**config.mk**
```make
export PLATFORM = sky130hd
export DESIGN_NAME = stream_upsize_arbiter
export DESIGN_NICKNAME = d
export VERILOG_FILES = /design/src/rtl/stream_upsize_arbiter.sv
export SDC_FILE = /design/constraint.sdc
export NUM_CORES = 1
export LEC_CHECK = 0
export CAP_MARGIN = 10
export CELL_PAD_IN_SITES_DETAIL_PLACEMENT = 1
export CELL_PAD_IN_SITES_GLOBAL_PLACEMENT = 1
export CORE_MARGIN = 1
export CORE_UTILIZATION = 36
export CTS_CLUSTER_DIAMETER = 150
export DETAILED_ROUTE_END_ITERATION = 10
export DONT_BUFFER_PORTS = 1
export HOLD_SLACK_MARGIN = 0.15
export MAX_ROUTING_LAYER = met4
export PLACE_DENSITY_LB_ADDON = 0.15
export RECOVER_POWER = 100
export SKIP_CTS_REPAIR_TIMING = 1
export SLEW_MARGIN = 20
export SYNTH_ARGS = -nofsm -noshare
export SYNTH_HDL_FRONTEND = slang
export SYNTH_SLANG_ARGS = --single-unit
```
**constraint.sdc**
```tcl
create_clock -name clk -period 1.7 [get_ports clk]
set_input_delay 0.51 -clock clk [delete_from_list [all_inputs] [get_ports clk]]
set_output_delay 0.51 -clock clk [all_outputs]
set_load 0.02 [all_outputs]
```
**src/rtl/stream_upsize_arbiter.sv**
```systemverilog
// Packet-granular round-robin arbiter that feeds one stream_upsize input from N narrow sources.
// The grant is held from the first beat through the last beat so that sources never mix inside an upsized word.
module stream_upsize_arbiter #(
    parameter int T_DATA_WIDTH = 8,
    parameter int N_SOURCES    = 4,
    parameter int ID_WIDTH     = $clog2(N_SOURCES)
) (
    input  logic                    clk,
    input  logic                    rst_n,
    input  logic [T_DATA_WIDTH-1:0] s_data_i [N_SOURCES],
    input  logic [N_SOURCES-1:0]    s_last_i,
    input  logic [N_SOURCES-1:0]    s_valid_i,
    output logic [N_SOURCES-1:0]    s_ready_o,
    output logic [T_DATA_WIDTH-1:0] m_data_o,
    output logic                    m_last_o,
    output logic                    m_valid_o,
    input  logic                    m_ready_i,
    output logic [ID_WIDTH-1:0]     m_id_o,
    output logic                    busy_o
);

    typedef enum logic [0:0] {
        IDLE   = 1'b0,
        LOCKED = 1'b1
    } state_t;

    state_t              state_r;
    state_t              state_nxt_s;
    logic [ID_WIDTH-1:0] grant_r;
    logic [ID_WIDTH-1:0] rr_ptr_r;
    logic [ID_WIDTH-1:0] pick_s;
    logic                pick_vld_s;
    logic                xfer_s;
    logic                pkt_done_s;

    assign xfer_s     = (state_r == LOCKED) & s_valid_i[grant_r] & m_ready_i;
    assign pkt_done_s = xfer_s & s_last_i[grant_r];

    // Round-robin search: first valid source after rr_ptr, wrapping modulo N_SOURCES
    always_comb begin
        pick_s     = {ID_WIDTH{1'b0}};
        pick_vld_s = 1'b0;
        for (int k = 1; k <= N_SOURCES; k++) begin
            if (!pick_vld_s && s_valid_i[ID_WIDTH'((int'(rr_ptr_r) + k) % N_SOURCES)]) begin
                pick_s     = ID_WIDTH'((int'(rr_ptr_r) + k) % N_SOURCES);
                pick_vld_s = 1'b1;
            end else begin
                pick_s     = pick_s;
                pick_vld_s = pick_vld_s;
            end
        end
    end

    // State register
    always_ff @(posedge clk or negedge rst_n) begin
        if (!rst_n) begin
            state_r <= IDLE;
        end else begin
            state_r <= state_nxt_s;
        end
    end

    // Grant and round-robin pointer; source 0 gets first priority out of reset
    always_ff @(posedge clk or negedge rst_n) begin
        if (!rst_n) begin
            grant_r  <= {ID_WIDTH{1'b0}};
            rr_ptr_r <= ID_WIDTH'(N_SOURCES - 1);
        end else begin
            if ((state_r == IDLE) && pick_vld_s) begin
                grant_r <= pick_s;
            end else begin
                grant_r <= grant_r;
            end
            if (pkt_done_s) begin
                rr_ptr_r <= grant_r;
            end else begin
                rr_ptr_r <= rr_ptr_r;
            end
        end
    end

    // Next-state logic: lock on a winner, release after the accepted last beat
    always_comb begin
        state_nxt_s = state_r;
        case (state_r)
            IDLE: begin
                if (pick_vld_s) begin
                    state_nxt_s = LOCKED;
                end else begin
                    state_nxt_s = IDLE;
                end
            end
            LOCKED: begin
                if (pkt_done_s) begin
                    state_nxt_s = IDLE;
                end else begin
                    state_nxt_s = LOCKED;
                end
            end
            default: state_nxt_s = IDLE;
        endcase
    end

    // Output logic: unbuffered mux of the granted source while locked, all quiet in IDLE
    always_comb begin
        s_ready_o = {N_SOURCES{1'b0}};
        m_data_o  = {T_DATA_WIDTH{1'b0}};
        m_last_o  = 1'b0;
        m_valid_o = 1'b0;
        case (state_r)
            IDLE: begin
                s_ready_o = {N_SOURCES{1'b0}};
                m_valid_o = 1'b0;
            end
            LOCKED: begin
                m_data_o           = s_data_i[grant_r];
                m_last_o           = s_last_i[grant_r];
                m_valid_o          = s_valid_i[grant_r];
                s_ready_o[grant_r] = m_ready_i;
            end
            default: begin
                s_ready_o = {N_SOURCES{1'b0}};
                m_valid_o = 1'b0;
            end
        endcase
        m_id_o = grant_r;
        busy_o = (state_r == LOCKED);
    end

endmodule
```
### After elaboration in Yosys (flattened, before gate mapping)

Index checks and enable logic that the tools add are counted.

* register bits after elaboration: 5
* output and inout port bits: 17

* add/subtract/negate cells: 4
* order comparisons: 7
* muxes and demuxes: 36
* bitwise gates (word level): 6
* reductions and logical operators: 8

Operator list (count)
* $mux 8: 3
* $mux 1: 18
* $bmux 8 s2: 1
* $lt 2x4->1 const B: 4
* $bmux 1 s2: 6
* $mux 2: 4
* $pmux 4 s2: 1
* $logic_and 1x1->1: 5
* $add 2x1->2 const B: 2
* $add 2x2->2 const B: 2
* $and 4x4->4: 1
* $pmux 1 s2: 2
* $and 1x1->1: 3
* $ge 3x3->1 const B: 1
* $logic_not 1->1: 3
* $lt 2x3->1 const B: 1
* $not 2->3: 1
* $demux 1 s2: 1
* $ge 2x1->1 const B: 1
* $not 1->1: 1

### Longest topological paths before layout

* depth after elaboration: 16
* mapped depth: 4
* mapped depth without buffers: 3

### Least setup slack after synthesis

OpenSTA, ideal clock, no wires.

* kind: register to output
* from: reg grant_r[0] (netlist: m_id_o[0])
* to: out m_data_o[1]
* arrival: 1505 ps
* required time: 1190 ps
* setup slack: -315 ps
* stages on the path, launching flop included: 5
* path buffers: 2
* cell sequence: dfrtp_1 -> buf_6 -> buf_4 -> mux4_2 -> and2_1

* cells in the longest elaborated chain, start to end: 5

Ends and longest elaborated chain
* start: declaration: RTL line 29 `logic [ID_WIDTH-1:0] grant_r;`
* start signal: assignment: RTL line 66 `grant_r <= {ID_WIDTH{1'b0}};`
* start signal: assignment: RTL line 70 `grant_r <= pick_s;`
* start signal: assignment: RTL line 72 `grant_r <= grant_r;`
* $not 2->3 (not written as such): RTL line 116 `m_data_o = s_data_i[grant_r];`
* $bmux 8 s2: RTL line 116
* $mux 8 (not written as such) (2 in a row): RTL line 116
* $mux 8: RTL line 110 `case (state_r)`
* end: declaration: RTL line 14 `output logic [T_DATA_WIDTH-1:0] m_data_o,`

Every way passes these cells. The select of a mux whose other input is x is not followed.

### Worst setup path in the final report

* from: reg grant_r[0] (netlist: m_id_o[0])
* to: out m_valid_o

* cells in the longest elaborated chain, start to end: 3

Ends and longest elaborated chain
* $bmux 1 s2: RTL line 118 `m_valid_o = s_valid_i[grant_r];`
* $mux 1 (not written as such): RTL line 118
* $pmux 1 s2: RTL line 110
* end: declaration: RTL line 16 `output logic m_valid_o,`

Every way passes these cells. The select of a mux whose other input is x is not followed.

==> flow_summary.json <==
{
  "cp_num_cells": 3,
  "start_util_pct": 40.00,
  "syn-num-nets": 103,
  "place_ws_ns": -0.1557,
  "boundaryPins": 60,
  "hp-start": "s_valid_i[3]",
  "ys_types": 25,
  "critical_path_class": "reg -> out",
  "timing.rr.start": "m_id_o[0]",
  "rsz0062_at_grt": "yes",
  "crit_buf_inv": 1,
  "cts_made_buffers": 3,
  "die_x_um": 43.86,
  "rows": 14,
  "antenna_found_initial": 0,
  "slew_viol_final": 0,
  "n_antenna_cell": 0,
  "drtIter0Drc": 10,
  "htree_levels": 1,
  "vias_per_cell": 6.170,
  "period_minus_slack_ns": 2.020,
  "min_path_type": "in -> reg",
  "p_leak_nw": 0.3710,
  "path_cells": "buf_8 -> mux4_2 -> and2_4",
  "timing.fmax_ghz": 0.4950,
  "finClkSkew_ns": 0.004064,
  "mostFrequentLayoutCell": "buf_4",
  "port_buffers": 0,
  "crit_required_ns": 1.19,
  "worstPathMaxFanout": 6,
  "ctsRootBufferMaster": "clkbuf_4",
  "seq_area_frac_synth_pct": 20.24,
  "start_kind": "register",
  "fin_tns_setup_ns": -3.724,
  "dp_hpwl_mm": 1.361,
  "fin_crit_sh_pct": 118.8,
  "routabilityCongestion": 0.7318,
  "stdcell_count": 94,
  "crit_path_end": "m_valid_o",
  "finalHoldViolations": 0,
  "utilization_pct": 55.48,
  "grt_max_degree": 17,
  "avgSynthCellArea_sq_um": 10.51,
  "final_antenna_net_count": 0,
  "cp-startpoint": "m_id_o[0]",
  "vdd_ir_drop_max_mv": 0.9549,
  "grt_util_all_layers_pct": 17.40,
  "wl_mm": 1.730,
  "dp.cells": 85,
  "clkTransAtPathRegs_ns": 0.04,
  "netlist_area_sq_um": 630.6,
  "num-nets-final": 122,
  "die_h_um": 43.86,
  "critPathCaptureType": "output port",
  "syn_to_final_growth_pct": 38.69,
  "worstMarginPinSlew_ns": 0.2892,
  "r2r_cells": 6,
  "fin_ws_ns": -0.3201,
  "r2r-end": "rr_ptr_r[1]",
  "num_vias": 580,
  "synthCells": 60,
  "overflow": 0,
  "ctsLongestPathBuffers": 2,
  "critPathTopFamily": "multiplexers",
  "clock_latency_ns": 0.24,
  "violations": "DRC, setup timing",
  "clock_sinks": 5,
  "grt_pass1_wl_mm": 2.394,
  "wl_per_cell_um": 18.40,
  "ff2ff_setup_slack_ns": -0.14,
  "slowest_delay_ns": 0.51,
  "grt_pass1_vias": 552,
  "drt_first_pass_iters": 7,
  "layout_common_cells": "buf_4 (15), mux4_2 (10), and2_4 (10)",
  "ys_warn_count": 0,
  "status": "finished, violations left",
  "drive_gt1_share_pct": 65.38,
  "post-route-drc-count": 7,
  "maxCapViolCount": 0,
  "relSlewSlack_pct": 80.54,
  "crit_slowest_cell": "mux4_2",
  "finalSetupViolations": 16,
  "cts_tree": "done",
  "coreArea_sq_um": 1577,
  "ys_ff_latch": 5,
  "arrival_ns": 1.51,
  "die_area_sq_um": 1923,
  "fillers": 177,
  "powerDensity_nw_per_um2": 2054
}
[per-layer routing]
metal / global-route usage [%] / vias to the layer above / wire, um
li1: - / 259 / -
met1: 18.90 / 289 / 595
met2: 31.04 / 32 / 1001
met3: 4.167 / 0 / 134
met4: 5.455 / 0 / 0
met5: - / - / 0
[how the worst min path moves through the flow]
| stage | to | cells past startpoint | slack (ns) |
|---|---|---|---|
| finish | m_id_o[1] | 2 | 0.46 |
| CTS | m_id_o[0] | 0 | -0.05 |
| global placement | busy_o | 0 | 0.21 |
| global route | m_id_o[1] | 2 | 0.46 |
| floorplan | busy_o | 0 | 0.21 |
| detailed placement | busy_o | 0 | 0.21 |
[logic make-up after synthesis]
logic type	after synthesis	share of synthesized area (%)
muxes	12	39.29
AOI/OAI and AO/OA	7	8.335
and+or+nand+nor	29	25.79
buffers and inverters	7	6.349
DFF	5	20.24
[flip-flops by register name, summed over array words and instances (netlist names)]
name and cells:
busy_o 1, rr_ptr_r 2, m_id_o 2
[final cells by class]
class	instances	area, sq um	share of cell area, %
multi-input combinational	48	529.3	60.52
timing repair buffer	19	160.2	18.31
sequential	5	131.4	15.02
clock buffer	4	26.28	3.004
tap	16	20.02	2.289
inverter	2	7.507	0.8584
[synthesized netlist by cell type (all sizes together)]
library cell | number | share of area, %
a21boi | 1 | 1.2
buf | 4 | 4.6
nor4 | 1 | 0.99
nand3 | 1 | 0.79
nand2 | 2 | 1.2
nand2b | 2 | 2.0
nor3 | 2 | 1.6
dfrtp | 3 | 12
a41oi | 1 | 1.4
dfstp | 2 | 8.3
o21ba | 1 | 1.6
nor2 | 7 | 4.2
inv | 2 | 1.2
o41ai | 1 | 1.4
mux4 | 10 | 36
o21ai | 2 | 1.6
nor2b | 2 | 2.0
nor3b | 1 | 1.2
mux2 | 2 | 3.6
nand4 | 1 | 2.0
and2 | 10 | 9.9
clkbuf | 1 | 0.59
a21o | 1 | 1.2
[through the flow]
step / instance area, sq um / total power (W) / hold slack, ns
global route: 874.6 / 0.001900 / 0.4624
detailed placement: 749.5 / 0.001473 / 0.2146
floorplan: 664.4 / 0.001269 / 0.2144
global placement: 749.5 / 0.001451 / 0.2146
finish: 874.6 / 0.001796 / 0.4583
CTS: 775.7 / 0.001619 / -0.04794
[power by group]
group | switching (W) | internal, W | total (W)
Clock | 0.0000481 | 0.0000887 | 0.000137
Sequential | 0.0000669 | 0.000198 | 0.000265
Combinational | 0.000654 | 0.000741 | 0.00139
(Power assumes the default switching activity.)
